### config.mk
export PLATFORM = sky130hd
export DESIGN_NAME = mux_arb_n_to_1
export DESIGN_NICKNAME = d
export VERILOG_FILES = /design/src/rtl/mux_arb_n_to_1.sv
export SDC_FILE = /design/constraint.sdc
export NUM_CORES = 1
export LEC_CHECK = 0
export ABC_AREA = 1
export ABC_CLOCK_PERIOD_IN_PS = 3400
export CAP_MARGIN = 20
export CORE_MARGIN = 2
export CORE_UTILIZATION = 40
export DETAILED_ROUTE_END_ITERATION = 10
export PLACE_DENSITY = 0.95
export SLEW_MARGIN = 20
export SYNTH_ARGS = -nofsm -noshare
export SYNTH_HDL_FRONTEND = slang
export SYNTH_SLANG_ARGS = --single-unit
### constraint.sdc
create_clock -name clk -period 3.4 [get_ports clk]
set_clock_uncertainty 0.05 [all_clocks]
set_input_delay 0.68 -clock clk [delete_from_list [all_inputs] [get_ports clk]]
set_output_delay 0.68 -clock clk [all_outputs]
set_load 0.05 [all_outputs]
### src/rtl/mux_arb_n_to_1.sv
// N-to-1 valid/ready multiplexer with a single registered output stage.
// Grants either a fixed channel (mode=0) or round-robin from ptr (mode=1).
module mux_arb_n_to_1 #(
    parameter int unsigned WIDTH = 16,
    parameter int unsigned N     = 4,
    parameter int unsigned SELW  = 2
) (
    input  logic                 clk,
    input  logic                 rst,
    input  logic                 mode,
    input  logic [SELW-1:0]      sel,
    input  logic [N-1:0]         in_valid,
    output logic [N-1:0]         in_ready,
    input  logic [N*WIDTH-1:0]   in_data,
    output logic                 out_valid,
    input  logic                 out_ready,
    output logic [WIDTH-1:0]     out_data,
    output logic [SELW-1:0]      out_src
);

    logic             out_valid_q;
    logic [WIDTH-1:0] out_data_q;
    logic [SELW-1:0]  out_src_q;
    logic [SELW-1:0]  ptr_q, ptr_d;

    logic             free;
    logic             gnt_any;
    logic [SELW-1:0]  gnt_idx;
    logic [WIDTH-1:0] gnt_data;

    // Grant selection. Round-robin scans [ptr, N-1] first, then [0, ptr-1].
    always_comb begin
        free    = !out_valid_q || out_ready;
        gnt_any = 1'b0;
        gnt_idx = '0;
        if (mode) begin
            for (int unsigned i = 0; i < N; i++) begin
                if (!gnt_any && in_valid[i] && (SELW'(i) >= ptr_q)) begin
                    gnt_any = 1'b1;
                    gnt_idx = SELW'(i);
                end
            end
            for (int unsigned i = 0; i < N; i++) begin
                if (!gnt_any && in_valid[i] && (SELW'(i) < ptr_q)) begin
                    gnt_any = 1'b1;
                    gnt_idx = SELW'(i);
                end
            end
        end else begin
            // A sel value with no matching channel (sel >= N) grants nothing.
            for (int unsigned i = 0; i < N; i++) begin
                if ((sel == SELW'(i)) && in_valid[i]) begin
                    gnt_any = 1'b1;
                    gnt_idx = SELW'(i);
                end
            end
        end
        if (rst || !free) begin
            gnt_any = 1'b0;
        end
    end

    always_comb begin
        in_ready = '0;
        gnt_data = '0;
        for (int unsigned i = 0; i < N; i++) begin
            if (gnt_idx == SELW'(i)) begin
                in_ready[i] = gnt_any;
                gnt_data    = in_data[i*WIDTH +: WIDTH];
            end
        end
    end

    always_comb begin
        ptr_d = ptr_q;
        if (gnt_any && mode) begin
            ptr_d = (gnt_idx == SELW'(N - 1)) ? '0 : gnt_idx + SELW'(1);
        end
    end

    always_ff @(posedge clk) begin
        if (rst) begin
            out_valid_q <= 1'b0;
            out_data_q  <= '0;
            out_src_q   <= '0;
            ptr_q       <= '0;
        end else begin
            ptr_q <= ptr_d;
            if (gnt_any) begin
                out_valid_q <= 1'b1;
                out_data_q  <= gnt_data;
                out_src_q   <= gnt_idx;
            end else if (out_ready) begin
                out_valid_q <= 1'b0;
            end
        end
    end

    assign out_valid = out_valid_q;
    assign out_data  = out_data_q;
    assign out_src   = out_src_q;

endmodule
Yosys cells after proc, flatten, opt, wreduce, memory -nomap -nowiden --
Cells that the tools add are included.
Operators by class: $add $sub $neg 1, multipliers 0, divide/modulo/power cells 0, magnitude comparators 8, equal/unequal tests 6, shift-type cells 0, mux-type cells 43, bitwise gates (word level) 0, reduce and logical (&&, ||, !) cells 34
Operators by type and width (number):
- $mux W16 | 4
- $mux W1 | 29
- $logic_and A1 B1 Y1 | 20
- $mux W2 | 10
- $logic_not A1 Y1 | 9
- $eq A2 B2 Y1 const B | 4
- $eq A2 B1 Y1 const B | 2
- $ge A1 B2 Y1 const A | 2
- $ge A2 B2 Y1 const A | 2
- $logic_not A2 Y1 | 2
- $lt A1 B2 Y1 const A | 2
- $lt A2 B2 Y1 const A | 2
- $add A2 B1 Y2 const B | 1
- $logic_or A1 B1 Y1 | 2
- $reduce_bool A2 Y1 | 1
Word-level totals: bits in registers 21, bits in latches 0, memory bits (writable) 0, ROM bits 0, bits of input ports 74, output and inout bits 23, logic and storage cells 96, memories kept 0

Depth between registers and ports, before layout --
word-level depth 44, mapped depth 18

Least setup slack after synthesis --
No wires, ideal clock.
kind input-to-output, start in in_valid[1], end out in_ready[1], arrival time 2.471 ns, path slack 0.199 ns, cell stages on the path 12, cell sequence nand2_2 -> nand2_2 -> nor2_4 -> nand2_1 -> nand3_1 -> nand2_1 -> inv_1 -> ha_1 -> buf_2 -> buf_2 -> inv_1 -> nor2_1
On the way: word-level cells in the longest chain between the ends 36
RTL lines:
- start: declaration | RTL line 12 | input logic [N-1:0] in_valid,
- $logic_and A1 B1 Y1 (2 in series) | RTL line 38 | if (!gnt_any && in_valid[i] && (SELW'(i) >= ptr_q)) begin
- $mux W1 | RTL line 38
- $mux W1 | RTL line 36 | if (mode) begin
- $logic_not A1 Y1 | RTL line 38
- $logic_and A1 B1 Y1 (2 in series) | RTL line 38
- $mux W1 | RTL line 38
- $mux W1 | RTL line 36
- $logic_not A1 Y1 | RTL line 38
- (+18 left out)
- $mux W1 | RTL line 36
- $logic_not A1 Y1 | RTL line 44 | if (!gnt_any && in_valid[i] && (SELW'(i) < ptr_q)) begin
- $logic_and A1 B1 Y1 (2 in series) | RTL line 44
- $mux W2 | RTL line 44
- $mux W2 * | RTL line 36
- named net gnt_idx[0] | RTL line 28 | logic [SELW-1:0] gnt_idx;
- $eq A2 B1 Y1 * | RTL line 67 | if (gnt_idx == SELW'(i)) begin
- $mux W1 * | RTL line 67
- end: declaration | RTL line 13 | output logic [N-1:0] in_ready,
Mark *: on every way through the listed nets, which the timed path passes. The rest lies on a longest branch. The select of a mux whose other input is x is not followed.

Worst setup path after layout --
Ends and elaborated chain as after synthesis.

==> flow_summary.ini <==
[outcome]
status = finished, final reports clean

[placed_design]
gp_congestion = 0.7953
dp_hpwl_um = 4190
place_ws_ns = 0.1287
port_buffers = 96

[worst_setup_path]
required_ns = 2.67
slowest_delay_ns = 0.51
slowest_stage = clkdlybuf4s50_1
crit_fanout = 5
cp-start-kind = input pin
end_kind = primary output
path_cells = clkdlybuf4s50_1 > nand2_2 > nand2_2 > nor2_4 > nand2_1 > nand3_1 > nand2_1 > inv_1 > ha_1 > inv_1 > nor2_1 > buf_12
crit_type = in -> out
cp_data_arrival_time_ns = 2.52

[synth]
synth_top_family_by_area = simple AND/OR/NAND/NOR gates
syn_avg_cell_area_um2 = 6.519
ys_warn_count = 0
synth_fa_ha_area_frac = 0.03226
synth_mux_area_frac = 0
syn_nets = 316
synth_cells = 238
synth_top_area_cell = dfxtp_1
synthTopCellsByArea = dfxtp_1, nand2_1, nand3_1
syn_area_um2 = 1551
synth_top_area_share = 0.2710
synth_compound_area_frac = 0.2331
yosys.area_share.simple = 0.3702
synth_cell_type_count = 23
ys_ff_latch = 21
synthXorXnorAreaFrac = 0
yosysSeqAreaShare = 0.2710

[floorplan]
fp.coreArea_um2 = 3689
start_util = 0.4206
pin_count = 97
placementRows = 22
chipHeight_um = 66.28
dieArea_um2 = 4393
fp.dieW_um = 66.28

[sta]
setup_viol = 0
fin_ws_ns = 0.1521
post-route-min-period_ns = 3.248
min_period_over_period = 0.9553
slew_headroom = 0.6463
tightest_slew_ns = 0.5289
rsz0062_at_grt = false
hold_violations = 0
fmax_mhz = 307.9
tns_ns = 0
final-max-slew-violation-count = 0

[pwr]
power.density_nw_per_um2 = 381.9
vdd_drop_max_v = 0.0003608
p_leak_uw = 0.001205
power_uw = 994.9

[routing]
wirelength_um = 5243
wl_per_cell_um = 13.91
drt_first_iter_violations = 101
num_vias = 1889
detail_route.first_pass.iterations = 4
wl_met2_um = 2527
drc = 0
via_per_inst = 5.011
route.antenna.remaining_nets = 0
routedLengthMet1_um = 2169
wl_met3_um = 449
top_layer = met4

[layout]
final_common_cell = clkdlybuf4s50_1
layout-drive-gt1-share = 0.1033
area_delta_synth_final_pct = 67.90
diodes = 0
fin_nets = 408
final_cell_mix = clkdlybuf4s50_1, nand2_1, nand3_1

[global_routing]
grt_overflow = 0
antenna_found_initial = 0
grt_max_degree = 33
grt_pass1_vias = 1753
grt_use_total = 0.2263
grt_first_pass_wirelength_um = 7852

[clock_network]
holdBufCountCts = 0
cts_tree = done
clockBufferDepth = 2
cts-root-buf = clkbuf_8
numClockSinks = 21
insertion_delay_ns = 0.25
clk_transition_reported_paths_ns = 0.08
cts_setup_buffers = 0
cts_htree_levels = 1
cts_made_buffers = 3
post_cts_resize_count = 0

[min_path]
hp-class = reg -> reg

[job]
drv_cap = 0
[critical path, delay by kind of cell]
kind	cells	cell delay [ns]
adder cells (fa/ha/maj)	1	0.19
buffers and inverters	4	0.84
AND/OR/NAND/NOR	7	0.81
[per-stage QoR]
step	hold WS, ns	area, um2	cells	utilization
final	0.4259	2605	377	0.7062
after global routing	0.4479	2605	377	0.7062
after CTS	0.4245	2605	377	0.7062
after detailed placement	0.4103	2559	373	0.6937
after global placement	0.4088	2559	373	0.6937
after floorplan	0.4729	1551	238	-
[final cells by class]
type	instances	area [um2]
sequential	21	420.4
multi-input combinational	186	985.9
inverter	17	66.31
clock inverter	1	5.005
clock buffer	3	41.29
tap	48	60.06
fill	286	1084
timing repair buffer	101	1026
[registers in the layout, indices dropped and copies added (netlist names)]
| signal | cells |
|---|---|
| out_data | 16 |
| out_src | 2 |
| out_valid | 1 |
| ptr_q | 2 |
[power breakdown]
| group | internal (uW) | leakage, uW | switching (uW) |
|---|---|---|---|
| logic | 215 | 0.00101 | 315 |
| registers | 284 | 0.000174 | 20.3 |
| clock network | 81.5 | 0.0000255 | 79.8 |
| total | 580 | 0.00120 | 415 |
[synth_stat cells]
| library cell | count |
|---|---|
| nand2_1 | 80 |
| nand3_1 | 30 |
| dfxtp_1 | 21 |
| a21oi_1 | 18 |
| inv_1 | 15 |
| o21ai_0 | 14 |
| o211ai_2 | 10 |
| nor2_1 | 9 |
| clkbuf_1 | 6 |
| o211ai_1 | 6 |
| o21ai_1 | 5 |
| ha_1 | 4 |
| nand2_2 | 4 |
| buf_2 | 3 |
| buf_4 | 3 |
| nor2_4 | 3 |
| a31oi_1 | 1 |
| buf_1 | 1 |
| buf_8 | 1 |
| inv_2 | 1 |
| inv_4 | 1 |
| nand2_4 | 1 |
| nand3b_4 | 1 |
[cell families after synthesis]
| group | after synthesis |
|---|---|
| and+or+nand+nor | 128 |
| DFF | 21 |
| adders and majority gates | 4 |
| buffers and inverters | 31 |
| AOI/OAI and AO/OA | 54 |
[metal layers]
metal,global-route usage,vias up
met4,0.07398,0
met1,0.3008,842
met5,0,-
li1,-,972
met3,0.04940,8
met2,0.3613,67
[final timing paths]
kind,startpoint,end,slack (ns),cells after the start
min,out_data[7],out_data[7],0.43,2
min reg2reg,out_data[7],out_data[7],0.43,2
max reg2reg,ptr_q[1],out_data[3],0.94,16
max,in_valid[1],in_ready[1],0.15,12
Note: power is estimated with default switching activity, not from simulation.
